### src/rtl/cfg_write_scheduler.sv
`default_nettype none
// ============================================================================
//  Module      : cfg_write_scheduler
//  Description : Sequences writes onto the neuron-network configuration bus.
//                After reset (or on init_start) every configuration register
//                receives INIT_VALUE, one register per cycle. SPI writes that
//                arrive in the meantime are queued and issued once the sweep
//                has finished, so host values always override the defaults.
//
//  Ports
//    clk         system clock, rising edge
//    reset       asynchronous reset, active low
//    spi_addr    SPI write address
//    spi_data    SPI write data
//    spi_we      single-cycle SPI write pulse
//    init_start  pulse: rerun the default sweep (ignored during a sweep)
//    ovf_clr     clears the sticky overflow flag
//    cfg_addr    configuration address (registered)
//    cfg_data    configuration data (registered)
//    cfg_we      configuration write strobe (registered)
//    busy        sweep in progress or SPI writes still queued
//    init_done   a sweep has completed and no new sweep is running
//    fifo_level  number of queued SPI writes
//    overflow    sticky: an SPI write was dropped because the queue was full
//
//  Revision    : 1.0 - initial release
// ============================================================================
module cfg_write_scheduler #(
    parameter int          ADDR_W     = 4,
    parameter int          DATA_W     = 8,
    parameter int          NUM_REGS   = 16,
    parameter int unsigned INIT_VALUE = 'h10,
    parameter int          FIFO_DEPTH = 4
) (
    input  logic                              clk,
    input  logic                              reset,
    input  logic [ADDR_W-1:0]                 spi_addr,
    input  logic [DATA_W-1:0]                 spi_data,
    input  logic                              spi_we,
    input  logic                              init_start,
    input  logic                              ovf_clr,
    output logic [ADDR_W-1:0]                 cfg_addr,
    output logic [DATA_W-1:0]                 cfg_data,
    output logic                              cfg_we,
    output logic                              busy,
    output logic                              init_done,
    output logic [$clog2(FIFO_DEPTH):0]       fifo_level,
    output logic                              overflow
);

    localparam int                c_PTR_W = $clog2(FIFO_DEPTH);
    localparam int                c_LVL_W = c_PTR_W + 1;
    localparam logic [ADDR_W-1:0] c_LAST  = ADDR_W'(NUM_REGS - 1);
    localparam logic [DATA_W-1:0] c_INIT  = DATA_W'(INIT_VALUE);
    localparam logic [c_LVL_W-1:0] c_FULL = c_LVL_W'(FIFO_DEPTH);

    typedef enum logic [0:0] {
        ST_INIT = 1'b0,
        ST_IDLE = 1'b1
    } state_t;

    state_t              r_state, w_state_nxt;
    logic [ADDR_W-1:0]   r_idx, w_idx_nxt;

    logic [ADDR_W-1:0]   r_mem_addr [FIFO_DEPTH];
    logic [DATA_W-1:0]   r_mem_data [FIFO_DEPTH];
    logic [c_PTR_W-1:0]  r_wr_ptr;
    logic [c_PTR_W-1:0]  r_rd_ptr;
    logic [c_LVL_W-1:0]  r_level;

    logic                r_cfg_we;
    logic [ADDR_W-1:0]   r_cfg_addr;
    logic [DATA_W-1:0]   r_cfg_data;
    logic                r_init_done;
    logic                r_overflow;

    logic                w_we_nxt;
    logic [ADDR_W-1:0]   w_addr_nxt;
    logic [DATA_W-1:0]   w_data_nxt;
    logic                w_done_nxt;
    logic                w_pop;
    logic                w_full;
    logic                w_push;
    logic                w_drop;

    // Next-state and next-output logic
    always_comb begin
        w_state_nxt = r_state;
        w_idx_nxt   = r_idx;
        w_pop       = 1'b0;
        w_we_nxt    = 1'b0;
        w_addr_nxt  = r_cfg_addr;
        w_data_nxt  = r_cfg_data;
        w_done_nxt  = r_init_done;
        case (r_state)
            ST_INIT: begin
                w_we_nxt   = 1'b1;
                w_addr_nxt = r_idx;
                w_data_nxt = c_INIT;
                w_done_nxt = 1'b0;
                if (r_idx == c_LAST) begin
                    w_idx_nxt   = '0;
                    w_state_nxt = ST_IDLE;
                end else begin
                    w_idx_nxt = r_idx + ADDR_W'(1);
                end
            end
            ST_IDLE: begin
                if (init_start) begin
                    // Queue is frozen until the new sweep completes
                    w_state_nxt = ST_INIT;
                    w_idx_nxt   = '0;
                    w_done_nxt  = 1'b0;
                end else begin
                    w_done_nxt = 1'b1;
                    if (r_level != '0) begin
                        w_pop      = 1'b1;
                        w_we_nxt   = 1'b1;
                        w_addr_nxt = r_mem_addr[r_rd_ptr];
                        w_data_nxt = r_mem_data[r_rd_ptr];
                    end
                end
            end
            default: w_state_nxt = ST_INIT;
        endcase
    end

    // A pop in the same cycle frees the slot, so a full queue still accepts
    assign w_full = (r_level == c_FULL);
    assign w_push = spi_we & (~w_full | w_pop);
    assign w_drop = spi_we & w_full & ~w_pop;

    always_ff @(posedge clk or negedge reset) begin
        if (!reset) begin
            r_state     <= ST_INIT;
            r_idx       <= '0;
            r_wr_ptr    <= '0;
            r_rd_ptr    <= '0;
            r_level     <= '0;
            r_cfg_we    <= 1'b0;
            r_cfg_addr  <= '0;
            r_cfg_data  <= '0;
            r_init_done <= 1'b0;
            r_overflow  <= 1'b0;
        end else begin
            r_state     <= w_state_nxt;
            r_idx       <= w_idx_nxt;
            r_cfg_we    <= w_we_nxt;
            r_cfg_addr  <= w_addr_nxt;
            r_cfg_data  <= w_data_nxt;
            r_init_done <= w_done_nxt;
            if (w_push) r_wr_ptr <= r_wr_ptr + c_PTR_W'(1);
            if (w_pop)  r_rd_ptr <= r_rd_ptr + c_PTR_W'(1);
            case ({w_push, w_pop})
                2'b10:   r_level <= r_level + c_LVL_W'(1);
                2'b01:   r_level <= r_level - c_LVL_W'(1);
                default: r_level <= r_level;
            endcase
            // A drop in the same cycle as a clear leaves the flag set
            if (w_drop)       r_overflow <= 1'b1;
            else if (ovf_clr) r_overflow <= 1'b0;
        end
    end

    // Queue storage needs no reset: the level counter defines validity
    always_ff @(posedge clk) begin
        if (w_push) begin
            r_mem_addr[r_wr_ptr] <= spi_addr;
            r_mem_data[r_wr_ptr] <= spi_data;
        end
    end

    assign cfg_we     = r_cfg_we;
    assign cfg_addr   = r_cfg_addr;
    assign cfg_data   = r_cfg_data;
    assign init_done  = r_init_done;
    assign overflow   = r_overflow;
    assign fifo_level = r_level;
    assign busy       = (r_state == ST_INIT) | (r_level != '0);

endmodule
`default_nettype wire
### config.mk
export PLATFORM = sky130hd
export DESIGN_NAME = cfg_write_scheduler
export DESIGN_NICKNAME = d
export VERILOG_FILES = /design/src/rtl/cfg_write_scheduler.sv
export SDC_FILE = /design/constraint.sdc
export NUM_CORES = 1
export LEC_CHECK = 0
export CAP_MARGIN = 10
export CORE_MARGIN = 1
export CORE_UTILIZATION = 59
export DETAILED_ROUTE_END_ITERATION = 8
export GPL_TIMING_DRIVEN = 0
export HOLD_SLACK_MARGIN = 0.06
export PLACE_DENSITY_LB_ADDON = 0.2
export RECOVER_POWER = 25
export SLEW_MARGIN = 10
export SYNTH_ARGS = -nofsm -noshare
export SYNTH_HDL_FRONTEND = slang
export SYNTH_SLANG_ARGS = --single-unit
### constraint.sdc
create_clock -name clk -period 5.3 [get_ports clk]
set_input_delay 1.06 -clock clk [delete_from_list [all_inputs] [get_ports clk]]
set_output_delay 1.06 -clock clk [all_outputs]
set_load 0.005 [all_outputs]
After elaboration in Yosys (flattened, before gate mapping)
Memories as Yosys holds them, arrays and structs flattened.
Index checks and enable logic that the tools add are counted.
Cells by class
  $add $sub $neg: 5
  eq/ne operators: 7
  multiplexer cells: 22
  bitwise logic cells: 8
  reductions and logical operators: 4
Operator list (number)
  $mux 4: 4
  $mux 8: 2
  $pmux 4 s2: 2
  $pmux 8 s2: 1
  $mux 1: 9
  $pmux 1 s2: 3
  $pmux 3 s2: 1
  $add 2x1->2 const B: 2
  $add 4x1->4 const B: 1
  $eq 4x4->1 const B: 1
  $ne 2x2->1 const B: 2
  $reduce_bool 2->1: 2
  $add 3x1->3 const B: 1
  $and 1x1->1: 3
  $eq 3x3->1 const B: 1
  $not 1->1: 3
  $reduce_bool 3->1: 1
  $sub 3x1->3 const B: 1
  $eq 2x1->1 const B: 1
  $eq 2x2->1 const B: 1
  $ne 2x1->1 const B: 1
  $or 1x1->1: 2
  $reduce_and 2->1: 1
Word-level totals
  register bits after elaboration: 27
  bits in writable memories: 48
  input port bits: 17
  output and inout port bits: 19
  word-level logic and storage cells: 58
  memories kept: 2
Memory list
  r_mem_data: depth 4, width 8, rd ports 1, clocked after memory_dff 0, wr ports 1, RTL line 66  | logic [DATA_W-1:0] r_mem_data [FIFO_DEPTH];
  r_mem_addr: depth 4, width 4, rd ports 1, clocked after memory_dff 0, wr ports 1, RTL line 65  | logic [ADDR_W-1:0] r_mem_addr [FIFO_DEPTH];

Logic depth before layout (Yosys ltp)
Gate-level depths: netlist (run 1).
  word-level depth: 8
  mapped depth: 10
  mapped depth without buffers: 7

Worst setup path before layout (run 1)
No wires, ideal clock.
  path type: input-to-reg
  from: in init_start
  to: reg r_level[1], in the netlist fifo_level[1]
  setup time: 0.111 ns
  arrival: 2.690 ns
  data required time: 5.189 ns
  setup slack: 2.499 ns
  cell stages on the path: 8
  buffers on the path: 2
  cells stage by stage: nand2b_1 > buf_4 > nor2_1 > buf_2 > nand2_1 > fa_1 > a211o_1 > a222oi_1
Between the ends
  cells in the longest elaborated chain, start to end: 6
  elaborated cells on any way between the ends: 8
  those cells by class: eq/ne: 2; mux: 3; bitwise: 2; reduce/logical: 1
Ends and longest elaborated chain
  start: declaration: RTL line 40  | input logic init_start,
  $mux 1 *: RTL line 109  | if (init_start) begin
  $mux 1 *: RTL line 95  | case (r_state)
  $or 1x1->1: RTL line 130  | assign w_push = spi_we & (~w_full | w_pop);
  $and 1x1->1: RTL line 130
  $eq 2x1->1 or $eq 2x2->1 (tied branches): RTL line 154  | case ({w_push, w_pop})
  $pmux 3 s2 or $reduce_bool 2->1 (tied branches)
  end signal: assignment: RTL line 155  | 2'b10: r_level <= r_level + c_LVL_W'(1);
  end signal: assignment: RTL line 156  | 2'b01: r_level <= r_level - c_LVL_W'(1);
  end signal: assignment: RTL line 157  | default: r_level <= r_level;
  end: declaration: RTL line 69  | logic [c_LVL_W-1:0] r_level;
Mark *: on every way between the ends. The rest lies on a longest branch, timed or not.
A chain may end at the register's enable or synchronous reset.

Final worst setup path (run 1)
Same ends and word-level chain as after synthesis.

==> results of run 1 <==
[stage by stage]
stage | hold WS, ps | power [mW] | cell area, µm²
floorplan | 495 | 1.25 | 3100
global placement | 487 | 1.44 | 3530
detailed placement | 495 | 1.49 | 3530
CTS | 512 | 1.88 | 3710
global route | 537 | 1.97 | 3710
finish | 506 | 1.87 | 3710
[worst min-delay path by stage]
| stage | from | end | cells past startpoint |
|---|---|---|---|
| floorplan | cfg_data[4]$_DFFE_PN0P_ | cfg_data[4]$_DFFE_PN0P_ | 1 |
| global placement | cfg_data[2]$_DFFE_PN0P_ | cfg_data[2]$_DFFE_PN0P_ | 1 |
| detailed placement | cfg_data[3]$_DFFE_PN0P_ | cfg_data[3]$_DFFE_PN0P_ | 1 |
| CTS | cfg_data[3]$_DFFE_PN0P_ | cfg_data[3]$_DFFE_PN0P_ | 1 |
| global route | cfg_data[2]$_DFFE_PN0P_ | cfg_data[2]$_DFFE_PN0P_ | 1 |
| finish | cfg_data[3]$_DFFE_PN0P_ | cfg_data[3]$_DFFE_PN0P_ | 1 |
[cell families after synthesis]
| group | share of synthesized area |
|---|---|
| flip-flops | 0.682 |
| AO/OA/AOI/OAI | 0.0867 |
| AND/OR/NAND/NOR | 0.0492 |
| buffers and inverters | 0.0347 |
| multiplexers | 0.104 |
| XOR/XNOR | 0.0169 |
| adder cells (fa/ha/maj) | 0.0266 |
[cell usage after synthesis, types with 2 or more instances]
cell	n	area, µm²
nor2_1	7	26.3
buf_2	5	25.0
nand3_1	2	10.0
a211oi_1	2	15.0
and2_1	4	25.0
o31ai_1	2	15.0
xnor2_1	4	35.0
edfxtp_1	48	1440
xor2_1	2	17.5
nand2_1	6	22.5
ha_1	5	62.6
a221o_1	5	50.1
inv_1	11	41.3
dfrtp_1	27	676
buf_6	2	22.5
a22o_1	7	61.3
nor2b_1	3	18.8
o21ai_0	3	15.0
mux4_1	11	289
o22ai_1	4	25.0
[metal layers]
metal  vias to the layer above  GRT usage  wire length (µm)
li1                        802          -                 -
met1                       878      0.278              2350
met2                        65      0.394              2990
met3                        12     0.0556               230
met4                         0      0.128               121
met5                         -          0                 0
[flip-flops by register name (all words and copies together) (netlist names)]
register	count
r_idx	4
cfg_addr	4
r_wr_ptr	2
r_mem_data	32
fifo_level	3
r_mem_addr	16
r_rd_ptr	2
init_done	1
cfg_data	8
cfg_we	1
overflow	1
r_state	1
[cells in the final DEF (no fill, tap or decap), types with 2 or more instances in the layout]
cell	n
mux4_1	11
buf_6	2
clkdlybuf4s50_1	28
nand3_1	2
nor2b_1	3
and2_1	4
xor2_1	2
ha_1	5
dlygate4sd3_1	5
a22o_1	7
clkbuf_1	3
o22ai_1	4
nor2_1	7
a221o_1	5
clkbuf_8	11
o31ai_1	2
nand2_1	6
xnor2_1	4
dfrtp_1	27
clkinv_2	2
edfxtp_1	48
inv_1	11
a211oi_1	2
o21ai_0	3
buf_2	5
[where the power goes]
group	switching (mW)	internal, mW	leakage (nW)
logic	0.298	0.308	0.545
clock network	0.202	0.195	0.0924
registers	0.0875	0.780	0.776
total	0.587	1.28	1.41
[cell type report]
class / count / area (µm²)
Tap cell: 70 / 87.6
Multi-Input combinational cell: 86 / 880
Clock inverter: 4 / 26.3
Buffer: 10 / 62.6
Sequential cell: 75 / 2120
Fill cell: 330 / 1370
Inverter: 12 / 45.0
Timing Repair Buffer: 34 / 334
Clock buffer: 12 / 155
==> results by group, run 1 <==
GRT
  • Largest net degree at the start of global routing: 28
  • GR Util All Layers: 0.234
  • Grt total ovfl: 0
  • Vias in the first global route: around 1,800
  • First-pass GRT wire length: about 8800 µm
  • Initial antenna violation count: 0

Timing
  • Fmax: 294 MHz
  • Setup violators final: 0
  • Final Max Tran Viols: 0
  • Setup_tns: 0 ps
  • Worst-Margin Slew: 1480 ps
  • Final Hold Fails: 0
  • RSZ-0062 raised after global routing: false
  • Relative slew slack: 0.0165
  • Clock Skews: roughly 5.8 ps
  • Final Cycle Share: 0.641
  • Final worst-path setup slack: 1900 ps
  • Final Critical Period: 3400 ps

Place
  • Setup WS pre-CTS: 1630 ps
  • Dpl cells: 287
  • DP HPWL: ~3900 µm
  • Port Buffers: 34
  • GP Congestion: ~0.84

CTS
  • CTS Hold Bufs: 0
  • H-tree Lvls: 3
  • CTS tree: built
  • Post-CTS Setup Bufs: 0
  • CTS Root Cell: clkbuf_8
  • Post-CTS resize count: 0
  • Deepest clock path buffer count: 2
  • Clock insertion delay at the later pin of the skew report: ~350 ps
  • CTS Buf Count: 9
  • CTS Sinks: 75
  • Worst-path clk slew: about 70 ps

Floorplan
  • Die W: roughly 75 µm
  • Row count: 26
  • Die H: approximately 75 µm
  • Core area: ~5100 µm²
  • IO Pins: 36
  • DIE AREA: between 5000 and 6000 µm²
  • Initial Utilization: 0.612

Route
  • Drt pass-1 iters: 7
  • Antenna viol nets, final: 0
  • Via density: slightly below 6
  • Drt drc: 0
  • Drt first-iter violations: approximately 140
  • Total wire length: between 5000 and 6000 µm
  • Vias: between 1,500 and 2,000
  • WL/cell: around 19 µm

Critical path
  • Setup Crit Path Kind: in -> reg
  • Worst reg2reg endpoint: fifo_level[1]$_DFFE_PN0P_
  • Startpoint types: input port
  • Critical path depth: 9
  • WP data arrival: 3640 ps
  • R2R depth: 9
  • Crit-path max cell delay: around 550 ps
  • Slowest library cell on the worst path: clkdlybuf4s50_1
  • CP Cell Sequence: clkdlybuf4s50_1, nand2b_1, buf_4, nor2_1, buf_2, nand2_1, fa_1, a211o_1, a222oi_1
  • Worst R2R Setup Slack: approximately 2800 ps
  • Crit end category: flip-flop
  • WP data required: between 5000 and 6000 ps
  • Worst Setup SP: init_start
  • CP top delay family: buffers and inverters
  • Worst setup path end: fifo_level[1]$_DFFE_PN0P_
  • CP bufs+invs: 3
  • Crit-path max FO: 10
  • R2r startpoint: r_state$_DFF_PN0_

Synth
  • Yosys reg bits: between 70 and 80
  • Mapped Cells: around 180
  • Async SR Flop Fraction: 0.360
  • Sequential-to-total area share from yosys stat: 0.682
  • Yosys Warn Count: 0
  • Post-Syn Area: slightly above 3000 µm²
  • Avg Cell Area, Syn: 17.0 µm²
  • Synth unique cells: 43
  • Syn_nets: 206
  • Top_reg_cell synth: edfxtp_1
  • Number of flops mapped to enable cells by yosys: 48

Pwr
  • Pwr dens: a little over 500 nW/µm²
  • Maximum vdd ir drop: ~360 µV
  • Pleak: between 1 and 1.5 nW

Cells and area
  • Share of cells above drive strength 1: 0.124
  • Layout area overhead: 19.4%
  • Fin util: 0.731
  • Layout Cells excl Fill: between 300 and 400
  • Diodes inserted: 0
  • Fin nets: approximately 250

Run
  • Max Cap Viol: 0

Worst hold path
  • Hold crit path type: reg -> reg

Status
  • Status: complete, no violations
No activity file was read; power rests on OpenSTA's default activity.
==> run 2: changes to the inputs <==
Settings changed: CORE_UTILIZATION 59 to 50.
Clock period 5.3 ns to 2.8 ns, I/O delays scaled along.
==> results by group, run 2 (synthesis results as in run 1) <==
CTS
  • Post-CTS resize count: 1
  • CTS Root Cell: clkbuf_8
  • CTS Buf Count: 9
  • Clock insertion delay at the later pin of the skew report: ~340 ps
  • H-tree Lvls: 3
  • CTS Hold Bufs: 0
  • CTS Sinks: 75
  • Worst-path clk slew: ~80 ps
  • CTS tree: built
  • Post-CTS Setup Bufs: 0
  • Deepest clock path buffer count: 2

Route
  • Drt drc: 0
  • Vias: 1,780
  • Total wire length: between 5000 and 6000 µm
  • Antenna viol nets, final: 0
  • Via density: 5.78
  • WL/cell: approximately 19 µm
  • Drt first-iter violations: around 110
  • Drt pass-1 iters: 4

GRT
  • Grt total ovfl: 0
  • Initial antenna violation count: 0
  • Largest net degree at the start of global routing: 28
  • Vias in the first global route: about 1,700
  • GR Util All Layers: 0.197
  • First-pass GRT wire length: 8930 µm

Cells and area
  • Share of cells above drive strength 1: 0.124
  • Diodes inserted: 0
  • Fin nets: ~250
  • Most common cell after layout, fill and taps aside: edfxtp_1
  • Most frequent cells in the layout: 48 x edfxtp_1, 28 x clkdlybuf4s50_1, 27 x dfrtp_1
  • Layout area overhead: 21.6%
  • Reg with most FFs: r_mem_data
  • Fin util: 0.634
  • Layout Cells excl Fill: 308
  • Filler cells: between 400 and 500
  • Largest register FFs: 32

Worst hold path
  • Hold crit path type: reg -> reg

Place
  • GP Congestion: 0.801
  • Dpl cells: slightly below 300
  • DP HPWL: 3800 µm
  • Port Buffers: 34
  • Setup WS pre-CTS: -414 ps

Floorplan
  • DIE AREA: approximately 6500 µm²
  • Die W: approximately 81 µm
  • IO Pins: 36
  • Die H: 80.8 µm
  • Initial Utilization: 0.521
  • Row count: 28
  • Core area: roughly 6000 µm²

Critical path
  • Crit-path max FO: 10
  • CP Cell Sequence: dlymetal6s2s_1, nand2b_1, buf_4, nor2_2, buf_4, nand2_1, fa_1, nor4bb_1, a211oi_1, a221o_1
  • Setup Crit Path Kind: in -> reg
  • WP data required: ~3000 ps
  • Crit end category: flip-flop
  • Top cell by count, worst path: buf_4
  • Crit-path max cell delay: about 400 ps
  • CP top delay family: buffers and inverters
  • WP data arrival: 2610 ps
  • Startpoint types: input port
  • Slowest library cell on the worst path: fa_1
  • CP bufs+invs: 3

Timing
  • Worst-Margin Slew: between 1500 and 2000 ps
  • RSZ-0062 raised after global routing: false
  • Setup violators final: 0
  • Final Critical Period: around 2300 ps
  • Final worst-path setup slack: about 460 ps
  • Final Cycle Share: 0.835
  • Clock Skews: 8.13 ps
  • Final Max Tran Viols: 28
  • Fmax: 428 MHz
  • Relative slew slack: -0.0301
  • Final Hold Fails: 0

Pwr
  • Pwr dens: between 900 and 1000 nW/µm²
  • Maximum vdd ir drop: between 400 and 500 µV
  • Pleak: 1.45 nW

Status
  • Status: complete, but fails checks
  • Failing checks: max-capacitance violations, max-slew violations

Run
  • Max Cap Viol: 1
[run 2: area by class of cell]
| cell class | count | area (µm²) | share of cell area |
|---|---|---|---|
| plain buffers | 10 | 65.1 | 0.0172 |
| clock buffers | 11 | 131 | 0.0348 |
| clock inverters | 5 | 104 | 0.0275 |
| inverters | 12 | 45.0 | 0.0119 |
| multi-input cells | 86 | 882 | 0.234 |
| flip-flops and latches | 75 | 2120 | 0.561 |
| well taps | 75 | 93.8 | 0.0249 |
| repair buffers | 34 | 337 | 0.0892 |
[run 2: metal layers]
metal | routed length (µm) | up-vias | global-route usage
li1 | - | 803 | -
met1 | 2500 | 918 | 0.245
met2 | 2930 | 49 | 0.322
met3 | 236 | 10 | 0.0640
met4 | 95 | 0 | 0.0750
met5 | 0 | - | 0
[run 2: path summary, 6_finish.rpt]
check                                              from                         to  slack (ps)  depth (start not counted)
worst max-delay path                         init_start  fifo_level[2]$_DFFE_PN0P_         460                         10
worst min-delay path            cfg_data[7]$_DFFE_PN0P_    cfg_data[7]$_DFFE_PN0P_         510                          1
worst max register to register        r_state$_DFF_PN0_  fifo_level[2]$_DFFE_PN0P_         510                         10
worst min register to register  cfg_data[7]$_DFFE_PN0P_    cfg_data[7]$_DFFE_PN0P_         510                          1
max in group asynchronous                         reset    cfg_addr[3]$_DFFE_PN0P_        1310                          1
min in group asynchronous                         reset        init_done$_DFF_PN0_         590                          1
[run 2: stage by stage]
| step | total power [mW] | setup TNS [ps] | hold WS, ps | cell area, µm² |
|---|---|---|---|---|
| after detailed placement | 2.81 | -796 | 498 | 3540 |
| after CTS | 3.79 | 0 | 514 | 3780 |
| after global placement | 2.73 | -667 | 487 | 3540 |
| after floorplan | 2.37 | 0 | 264 | 3100 |
| after global routing | 3.97 | 0 | 529 | 3770 |
| final | 3.76 | 0 | 509 | 3770 |
[run 2: report_power, final]
| part | total (mW) | switching [mW] | leakage [nW] | internal (mW) |
|---|---|---|---|---|
| combinational | 1.13 | 0.551 | 0.554 | 0.584 |
| clock | 0.983 | 0.390 | 0.118 | 0.593 |
| sequential | 1.64 | 0.163 | 0.776 | 1.48 |
| total | 3.76 | 1.10 | 1.45 | 2.65 |
==> run 3: changes to the inputs <==
Clock period 2.8 ns to 1.9 ns, I/O delays scaled along.
==> results by group, run 3 (synthesis results as in run 1) <==
Critical path
  • Slowest library cell on the worst path: fa_2
  • Startpoint types: flip-flop
  • Worst Setup SP: r_state$_DFF_PN0_
  • Critical path depth: 8
  • Worst setup path end: fifo_level[1]$_DFFE_PN0P_
  • Crit-path max cell delay: around 420 ps
  • WP data arrival: 2170 ps
  • Crit-path max FO: 6
  • Setup Crit Path Kind: reg -> reg
  • CP bufs+invs: 2
  • Worst R2R Setup Slack: -60 ps
  • Crit end category: flip-flop
  • R2R depth: 8
  • CP Cell Sequence: buf_6, nand2b_4, buf_8, nor2_4, nand2_2, fa_2, a211o_1, a222oi_1
  • R2r startpoint: r_state$_DFF_PN0_
  • Worst reg2reg endpoint: fifo_level[1]$_DFFE_PN0P_
  • CP top delay family: compound AO/OA/AOI/OAI gates
  • WP data required: between 2000 and 2500 ps

Floorplan
  • IO Pins: 36
  • Core area: 5960 µm²
  • Die H: between 80 and 90 µm
  • Die W: between 80 and 90 µm
  • Row count: 28
  • Initial Utilization: 0.521
  • DIE AREA: approximately 6500 µm²

Cells and area
  • Filler cells: around 430
  • Share of cells above drive strength 1: 0.225
  • Most common cell after layout, fill and taps aside: edfxtp_1
  • Layout area overhead: 25.2%
  • Largest register FFs: 32
  • Fin nets: around 260
  • Reg with most FFs: r_mem_data
  • Layout Cells excl Fill: 319
  • Most frequent cells in the layout: 48 x edfxtp_1, 27 x clkdlybuf4s50_1, 24 x dfrtp_1
  • Diodes inserted: 0

GRT
  • First-pass GRT wire length: slightly above 9000 µm
  • Grt total ovfl: 0
  • Largest net degree at the start of global routing: 28
  • Initial antenna violation count: 0
  • Vias in the first global route: 1,824
  • GR Util All Layers: 0.203

Route
  • Drt first-iter violations: between 100 and 150
  • Top Layer Used: met4
  • Vias: approximately 1,800
  • WL met1: 2340 µm
  • Total wire length: roughly 6000 µm
  • Antenna viol nets, final: 0
  • Drt drc: 0
  • Drt pass-1 iters: 4
  • Via density: around 5.6
  • DR WL met2: 3050 µm
  • WL/cell: 18.3 µm
  • Met3 WL post-DR: between 200 and 300 µm

Timing
  • Final Max Tran Viols: 0
  • Final worst-path setup slack: -56.4 ps
  • Relative slew slack: 0.00964
  • Final Hold Slack: around 380 ps
  • Setup_tns: -56.4 ps
  • Fmax: slightly above 500 MHz
  • Setup violators final: 1
  • Worst-Margin Slew: 1490 ps
  • Final Cycle Share: 1.03
  • Clock Skews: 5.24 ps
  • RSZ-0062 raised after global routing: true
  • Final Hold Fails: 0
  • Final Critical Period: a little under 2000 ps

Place
  • GP Congestion: ~0.78
  • Dpl cells: about 290
  • DP HPWL: 3690 µm
  • Port Buffers: 34
  • Setup WS pre-CTS: -888 ps

CTS
  • CTS tree: built
  • CTS Buf Count: 9
  • CTS Root Cell: clkbuf_8
  • CTS Hold Bufs: 0
  • Clock insertion delay at the later pin of the skew report: approximately 340 ps
  • Deepest clock path buffer count: 2
  • Worst-path clk slew: 70 ps
  • CTS Sinks: between 70 and 80
  • H-tree Lvls: 3

Pwr
  • Pwr dens: 1410 nW/µm²
  • Power, Total: 5.49 mW
  • Pleak: 1.48 nW
  • Maximum vdd ir drop: about 820 µV

Status
  • Failing checks: negative setup slack
  • Status: complete, but fails checks

Worst hold path
  • Hold crit path type: in -> async

Run
  • Max Cap Viol: 0
## run 3: cell types whose count changed in the layout (fill, tap and decap cells not counted), moves of 2 or more
cell,previous run,this run
and2_2,0,4
bufinv_16,3,1
buf_4,2,13
and2_1,4,0
dfrtp_1,27,24
dfrtp_2,0,3
nor2_4,0,2
clkinvlp_4,0,2
clkbuf_1,4,2
## run 3: repair_timing
action                                  4_1_cts  5_1_grt
setup buffers                                 4        9
pin swaps                                     5        6
resized for setup                            13        9
endpoints found under the setup margin       51        8
## run 3: worst min path at each step
stage / startpoint / to / slack (ps) / cells past startpoint
after detailed placement: cfg_data[7]$_DFFE_PN0P_ / cfg_data[7]$_DFFE_PN0P_ / 500 / 1
after global routing: spi_we / overflow$_DFFE_PN0P_ / 420 / 3
after floorplan: reset / cfg_addr[0]$_DFFE_PN0P_ / 80 / 0
final: reset / fifo_level[0]$_DFFE_PN0P_ / 380 / 1
after global placement: cfg_data[4]$_DFFE_PN0P_ / cfg_data[4]$_DFFE_PN0P_ / 490 / 1
after CTS: spi_we / overflow$_DFFE_PN0P_ / 370 / 3
## run 3: power by group
group / internal [mW] / total (mW) / switching, mW
Sequential: 2.18 / 2.44 / 0.259
Clock: 0.606 / 1.17 / 0.568
Combinational: 0.999 / 1.87 / 0.875
## run 3: layer usage
metal | track usage | vias up
li1 | - | 829
met1 | 0.253 | 885
met2 | 0.330 | 55
met3 | 0.0449 | 17
met4 | 0.111 | 0
met5 | 0 | -
## run 3: cell type report
| cell class | count | area, µm² | area share |
|---|---|---|---|
| Clock buffer | 10 | 128 | 0.0328 |
| Buffer | 8 | 67.6 | 0.0174 |
| Sequential cell | 75 | 2120 | 0.546 |
| Multi-Input combinational cell | 86 | 930 | 0.239 |
| Timing Repair Buffer | 47 | 435 | 0.112 |
| Inverter | 12 | 45.0 | 0.0116 |
| Tap cell | 75 | 93.8 | 0.0241 |
| Clock inverter | 6 | 66.3 | 0.0171 |
## run 3: stage by stage
stage	utilization	instance area, µm²
floorplan	-	3140
global placement	0.600	3570
detailed placement	0.600	3570
CTS	0.641	3820
global route	0.653	3890
finish	0.653	3890
